$ cat config.mk
export PLATFORM = sky130hd
export DESIGN_NAME = wb_port_arbiter
export DESIGN_NICKNAME = d
export VERILOG_FILES = /design/src/rtl/wb_port_arbiter.sv
export SDC_FILE = /design/constraint.sdc
export NUM_CORES = 1
export LEC_CHECK = 0
export BUFFER_PORTS_ARGS = -buffer_cell sky130_fd_sc_hd__buf_4
export CELL_PAD_IN_SITES_DETAIL_PLACEMENT = 1
export CELL_PAD_IN_SITES_GLOBAL_PLACEMENT = 1
export CORE_AREA = 2 2 82 144
export DETAILED_ROUTE_END_ITERATION = 6
export DIE_AREA = 0 0 84 146
export HOLD_SLACK_MARGIN = 0.15
export PLACE_DENSITY_LB_ADDON = 0.1
export SETUP_SLACK_MARGIN = 0.15
export SLEW_MARGIN = 10
export SYNTH_ARGS = -nofsm -noshare
export SYNTH_HDL_FRONTEND = slang
export SYNTH_SLANG_ARGS = --single-unit
export TNS_END_PERCENT = 30
$ cat constraint.sdc
create_clock -name i_clock -period 2.2 [get_ports i_clock]
set_input_delay 0.44 -clock i_clock [delete_from_list [all_inputs] [get_ports i_clock]]
set_output_delay 0.44 -clock i_clock [all_outputs]
set_load 0.02 [all_outputs]
$ cat src/rtl/wb_port_arbiter.sv
// Register-file write-port arbiter: pipeline write-back vs. debug unit, with starvation
// forcing and a one-entry skid buffer. Optional stats counters under WB_ARB_STATS_EN.
module wb_port_arbiter #(
   parameter int NB_DATA    = 32,
   parameter int NB_REG     = 5,
   parameter int MAX_STARVE = 4,
   parameter int NB_STARVE  = 4
) (
   input  logic               i_clock,
   input  logic               i_reset,
   input  logic               i_wb_valid,
   input  logic [NB_REG-1:0]  i_wb_reg,
   input  logic [NB_DATA-1:0] i_wb_data,
   input  logic               i_dbg_req,
   input  logic [NB_REG-1:0]  i_dbg_reg,
   input  logic [NB_DATA-1:0] i_dbg_data,
   output logic               o_dbg_ack,
   output logic               o_stall,
   output logic               o_rf_we,
   output logic [NB_REG-1:0]  o_rf_reg,
   output logic [NB_DATA-1:0] o_rf_data
`ifdef WB_ARB_STATS_EN
   ,
   output logic [31:0]        o_stall_cnt,
   output logic [31:0]        o_dbg_cnt
`endif
);

   // state       | meaning
   // IDLE        | debug requests are eligible for arbitration
   // DBG_RELEASE | debug write acked, waiting for i_dbg_req to drop
   typedef enum logic {IDLE, DBG_RELEASE} state_t;

   localparam logic [NB_STARVE-1:0] STARVE_LIMIT = NB_STARVE'(MAX_STARVE);

   state_t               state;
   logic [NB_STARVE-1:0] starve_cnt;
   logic                 skid_valid;
   logic [NB_REG-1:0]    skid_reg;
   logic [NB_DATA-1:0]   skid_data;

   logic dbg_elig;
   logic forced;
   logic dbg_win;

   always_comb begin
      dbg_elig = (state == IDLE) && i_dbg_req;
      forced   = !skid_valid && dbg_elig && (starve_cnt == STARVE_LIMIT);
      dbg_win  = forced || (!skid_valid && !i_wb_valid && dbg_elig);
   end

   assign o_stall = skid_valid;

   always_ff @(posedge i_clock) begin
      if (i_reset) begin
         state      <= IDLE;
         starve_cnt <= '0;
         skid_valid <= 1'b0;
         skid_reg   <= '0;
         skid_data  <= '0;
         o_dbg_ack  <= 1'b0;
         o_rf_we    <= 1'b0;
         o_rf_reg   <= '0;
         o_rf_data  <= '0;
      end else begin
         o_dbg_ack <= dbg_win;

         // Register 0 still consumes the slot; only the write enable is suppressed.
         if (skid_valid) begin
            o_rf_we    <= |skid_reg;
            o_rf_reg   <= skid_reg;
            o_rf_data  <= skid_data;
            skid_valid <= 1'b0;
         end else if (dbg_win) begin
            o_rf_we    <= |i_dbg_reg;
            o_rf_reg   <= i_dbg_reg;
            o_rf_data  <= i_dbg_data;
            skid_valid <= forced && i_wb_valid;
            skid_reg   <= i_wb_reg;
            skid_data  <= i_wb_data;
         end else if (i_wb_valid) begin
            o_rf_we   <= |i_wb_reg;
            o_rf_reg  <= i_wb_reg;
            o_rf_data <= i_wb_data;
         end else begin
            o_rf_we <= 1'b0;
         end

         if (!i_dbg_req || dbg_win)
            starve_cnt <= '0;
         else if (dbg_elig && starve_cnt != STARVE_LIMIT)
            starve_cnt <= starve_cnt + 1'b1;

         case (state)
            IDLE:        if (dbg_win) state <= DBG_RELEASE;
            DBG_RELEASE: if (!i_dbg_req) state <= IDLE;
            default:     state <= IDLE;
         endcase
      end
   end

`ifdef WB_ARB_STATS_EN
   always_ff @(posedge i_clock) begin
      if (i_reset) begin
         o_stall_cnt <= '0;
         o_dbg_cnt   <= '0;
      end else begin
         if (skid_valid) o_stall_cnt <= o_stall_cnt + 32'd1;
         if (dbg_win)    o_dbg_cnt   <= o_dbg_cnt + 32'd1;
      end
   end
`endif

endmodule

Yosys cells after proc, flatten, opt, wreduce, memory -nomap -nowiden. Cells that the tools add are included.

Bits in registers: 82. Input bits: 78. Output and inout port bits: 40.

$add $sub $neg: 1. Equal/unequal tests: 2. Mux-type cells: 12. Bitwise gates (word level): 3. Reductions and logical operators: 19.

Operators with widths (count): 32-bit two-way mux (3); 5-bit two-way mux (3); 5-bit OR reduction (3); 1-bit logical AND (7); 1-bit two-way mux (5); 4-bit by 1-bit adder with 4-bit output (second input constant) (1); 4-bit by 3-bit equality test with 1-bit output (second input constant) (1); 4-bit by 3-bit != test with 1-bit output (second input constant) (1); 1-bit logical NOT (3); 1-bit NOT (3); 3-bit nonzero test (1); 3-bit OR reduction (1); 1-bit logical OR (2); 1-bit one-hot mux with 2 select lines (1); 2-bit AND reduction (1); 2-bit OR reduction (1).

Depth between registers and ports, before layout.
Depth in word-level cells: 7. Gate-level depth with buffers: 7.

Least setup slack after synthesis. Ideal clock, no wire load.

Kind: register to register. From: register starve_cnt[0]. To: register skid_data[27]. Setup time: 0.128 ns. Data arrival time: 1.570 ns. Slack: 0.502 ns. Cell stages (with the launch flop): 8. Period minus slack after synthesis: 1.698 ns. Cells stage by stage: dfxtp_1 -> inv_1 -> ha_1 -> nand3b_4 -> a211oi_4 -> buf_6 -> mux2i_1 -> nor2_1.

Word-level cells in the longest chain between the ends: 4.

Ends and longest elaborated chain: from (decl) (RTL line 37) `logic [NB_STARVE-1:0] starve_cnt;`; from (signal assigned) (RTL line 92) `starve_cnt <= starve_cnt + 1'b1;`; 4-bit by 3-bit equality test with 1-bit output (RTL line 48) `forced = !skid_valid && dbg_elig && (starve_cnt == STARVE_LIMIT);`; 1-bit logical AND (RTL line 48); 1-bit logical OR (RTL line 49) `dbg_win = forced || (!skid_valid && !i_wb_valid && dbg_elig);`; 2-bit AND reduction (no source line); to (signal assigned) (RTL line 80) `skid_data <= i_wb_data;`; to (decl) (RTL line 40) `logic [NB_DATA-1:0] skid_data;`.

Every way passes these cells. A chain may end at the register's enable or synchronous reset.

Final worst setup path.
From: register starve_cnt[0]. To: register skid_reg[2].

Word-level cells in the longest chain between the ends: 4.

Ends and longest elaborated chain: 4-bit by 3-bit equality test with 1-bit output (RTL line 48); 1-bit logical AND (RTL line 48); 1-bit logical OR (RTL line 49); 2-bit AND reduction (no source line); to (signal assigned) (RTL line 79) `skid_reg <= i_wb_reg;`; to (decl) (RTL line 39) `logic [NB_REG-1:0] skid_reg;`.

Every way passes these cells.

==> PnR_summary.wiki <==
{| class="wikitable"
! Metric !! Value
|-
| Layout Nets || slightly below 700
|-
| Static leakage || ~2.2 nW
|-
| Hold Crit Class || in -> reg
|-
| Total gr overflow || 0
|-
| RSZ-0062 raised after global routing || false
|-
| Via count normalized by instance count || ~5.7
|-
| Number of standard cells in the final layout excluding fillers || between 700 and 800
|-
| Hold buffers post-CTS || 0
|-
| Number of nets with antenna violations after routing || 0
|-
| Fraction of layout cells with a size suffix above 1 || 0.264
|-
| Vias in the first global route || around 4.6k
|-
| Synthesized netlist cell count || 498
|-
| Antenna Diode Count || 0
|-
| Clock slew at reported path FFs || roughly 0.060 ns
|-
| Post-Place Worst Slack || 0.338 ns
|-
| Clock latency on the worst-skew pair || about 0.33 ns
|-
| Die outline width || between 80 and 90 um
|-
| Slew of the pin with the lowest slew margin || 0.465 ns
|-
| Peak fanout along the critical path || 16
|-
| Pre-Repair DR Iteration Count || 4
|-
| Count of boundary I/O pins || approximately 120
|-
| Worst-case headroom to the max-slew limit || 0.690
|-
| Maximum Capacitance Violations || 0
|-
| Clock sink count || a little over 80
|-
| Pin count of the biggest net entering global routing || 43
|-
| TritonCTS clock tree || yes
|-
| Critical path data required time || 2.41 ns
|-
| Fraction of registers with async set/reset || 0
|-
| Total die area || 12300 um^2
|-
| Worst-case clock buffer depth || 2
|-
| First-pass GRT wire length || roughly 23 mm
|-
| Fin crit period || approximately 1.9 ns
|-
| Total of cells resized after clock tree synthesis || 0
|-
| Reg-to-reg startpoint || starve_cnt[0]
|-
| Mapped Area || between 4000 and 5000 um^2
|-
| Top achievable clock speed || 538 MHz
|-
| Initial Utilization || 0.375
|-
| Via count || approximately 4.2k
|-
| Critical Path Start Type || register
|-
| WL per Instance || ~19 um
|-
| Core Rows || slightly above 50
|-
| Leading registers by flop count || o_rf_data: 32 flops, skid_data: 32 flops
|-
| Peak per-stage delay on the critical path || between 0.3 and 0.4 ns
|-
| CTS H-tree depth || 3
|-
| Die height || about 150 um
|-
| Gpl congestion || ~0.73
|-
| Leading register cell type out of synthesis || dfxtp_1
|-
| Clock root buffer master || clkbuf_16
|-
| Warning count from the yosys run || 0
|-
| Placed cell count || between 700 and 800
|-
| Startpoint of the worst setup timing path || starve_cnt[0]
|-
| Setup Total Neg Slack || 0 ns
|-
| DRC Markers || 0
|-
| Final Skew || between 0.005 and 0.006 ns
|-
| Slack of the critical path || between 0.3 and 0.4 ns
|-
| Power Total || around 3.8 mW
|-
| Post-Synthesis Net Count || between 500 and 600
|-
| Initial antenna violation count || 0
|-
| Outcome || completed
|-
| Final-report setup violation count || 0
|-
| Worst Min Path Start || i_wb_data[30]
|-
| Arrival @ worst endpoint || 2.07 ns
|-
| Number of buffers added by the clock tree synthesis step || 9
|-
| Pwr per Cell Area || 699 nW/um^2
|-
| Number of buffers inserted by post-CTS setup repair || 0
|-
| All-layer global routing usage || 0.231
|-
| Standard cell with the maximum stage delay on the critical path || a211oi_4
|-
| Routed Wire Length || ~14 mm
|-
| Port-buffer cells || roughly 120
|-
| Average cell area after synthesis || between 8 and 9 um^2
|-
| Distinct cell type count of the synthesized netlist || 44
|-
| Register bit count reported by yosys || between 80 and 90
|-
| Sort of element at the end of the critical path || register
|-
| Core box area || between 10000 and 15000 um^2
|-
| Area Overhead vs Synth || 30.5%
|-
| Worst hold slack after final layout || between 0.3 and 0.4 ns
|-
| Fraction of the cycle the final worst path needs || 0.845
|-
| Final number of max-transition violations || 0
|-
| Critical path class || reg -> reg
|-
| Number of flops mapped to enable cells by yosys || 0
|-
| Fraction of the yosys area taken by sequential cells || 0.396
|-
| Worst vdd rail ir drop || around 0.45 mV
|-
| Hold violation count in the final report || 0
|-
| Cell chain of the critical path || inv_1 > ha_1 > nand3b_4 > a211oi_4 > buf_4 > mux2i_1 > nor2_1
|-
| Number of DRC markers after the initial detailed-route iteration || ~120
|-
| Half-perimeter wire length after detailed placement || 9.63 mm
|}
where the power goes:
| part | internal [mW] | switching [mW] |
|---|---|---|
| Sequential | 1.58 | 0.0550 |
| Combinational | 0.341 | 0.399 |
| Clock | 0.819 | 0.582 |
| Total | 2.74 | 1.04 |
cell type report:
cell class / count / area (um^2)
Sequential cell: 82 / 1640
Clock inverter: 2 / 12.5
Fill cell: 1357 / 5630
Multi-Input combinational cell: 368 / 2260
Inverter: 5 / 18.8
Timing Repair Buffer: 136 / 1050
Clock buffer: 13 / 260
Tap cell: 132 / 165
cell usage after synthesis, types with 2 or more instances:
library cell	n	area (um^2)
nor2_1	76	285
nor4_1	3	18.8
a211oi_1	2	15.0
buf_8	3	45.0
o22ai_1	34	213
nor2b_1	3	18.8
nor3b_1	2	15.0
buf_2	7	35.0
clkbuf_1	26	97.6
xnor2_1	2	17.5
nand3_1	4	20.0
nand2_1	39	146
ha_1	2	25.0
inv_1	4	15.0
o21a_1	34	255
buf_4	4	30.0
o21ai_0	31	155
o21ai_1	5	25.0
nor3_1	36	180
o31ai_1	34	255
nand3_2	2	20.0
dfxtp_1	82	1640
mux2i_1	38	380
or4_1	2	15.0
a21oi_1	4	20.0
metal layers:
layer / share of wire / vias up / track usage / routed length [um]
met5: 0 / - / 0 / 0
met4: 0.015 / 0 / 0.0645 / 205
met3: 0.030 / 20 / 0.0374 / 420
met2: 0.55 / 91 / 0.448 / 7710
met1: 0.40 / 2117 / 0.252 / 5670
li1: - / 2010 / - / -
layout by cell type (no fill, tap or decap), types with 5 or more instances in the layout:
| cell | netlist | routed |
|---|---|---|
| buf_4 | 4 | 134 |
| clkbuf_16 | 0 | 9 |
| dfxtp_1 | 82 | 82 |
| mux2i_1 | 38 | 38 |
| nand2_1 | 39 | 39 |
| nor2_1 | 76 | 76 |
| nor3_1 | 36 | 36 |
| o21a_1 | 34 | 34 |
| o21ai_0 | 31 | 31 |
| o21ai_1 | 5 | 5 |
| o22ai_1 | 34 | 34 |
| o31ai_1 | 34 | 34 |
through the flow:
stage | utilization | area (um^2)
detailed placement | 0.465 | 5130
floorplan | - | 4140
global route | 0.490 | 5410
global placement | 0.465 | 5130
CTS | 0.490 | 5410
finish | 0.490 | 5410
cell families after synthesis:
kind of cell,share of synthesized area
and+or+nand+nor,0.193
DFF,0.396
buffers and inverters,0.0595
xor gates and xnor gates,0.00635
adders and majority gates,0.00604
AOI/OAI and AO/OA,0.244
muxes,0.0946
critical path: cells and delay by family, from the launching register on:
kind	cells	cell delay (ns)
AO/OA/AOI/OAI	1	0.34
adder cells (fa/ha/maj)	1	0.21
buffers and inverters	2	0.42
flip-flops	1	0.32
multiplexers	1	0.23
AND/OR/NAND/NOR	2	0.22
path summary, 6_finish.rpt:
| check | to | slack [ns] | cells past startpoint |
|---|---|---|---|
| max | skid_reg[2] | 0.34 | 7 |
| min | skid_data[30] | 0.37 | 3 |
| max reg2reg | skid_reg[2] | 0.34 | 7 |
| min reg2reg | o_rf_data[6] | 0.45 | 2 |
Power figures use the tool's default switching activity.
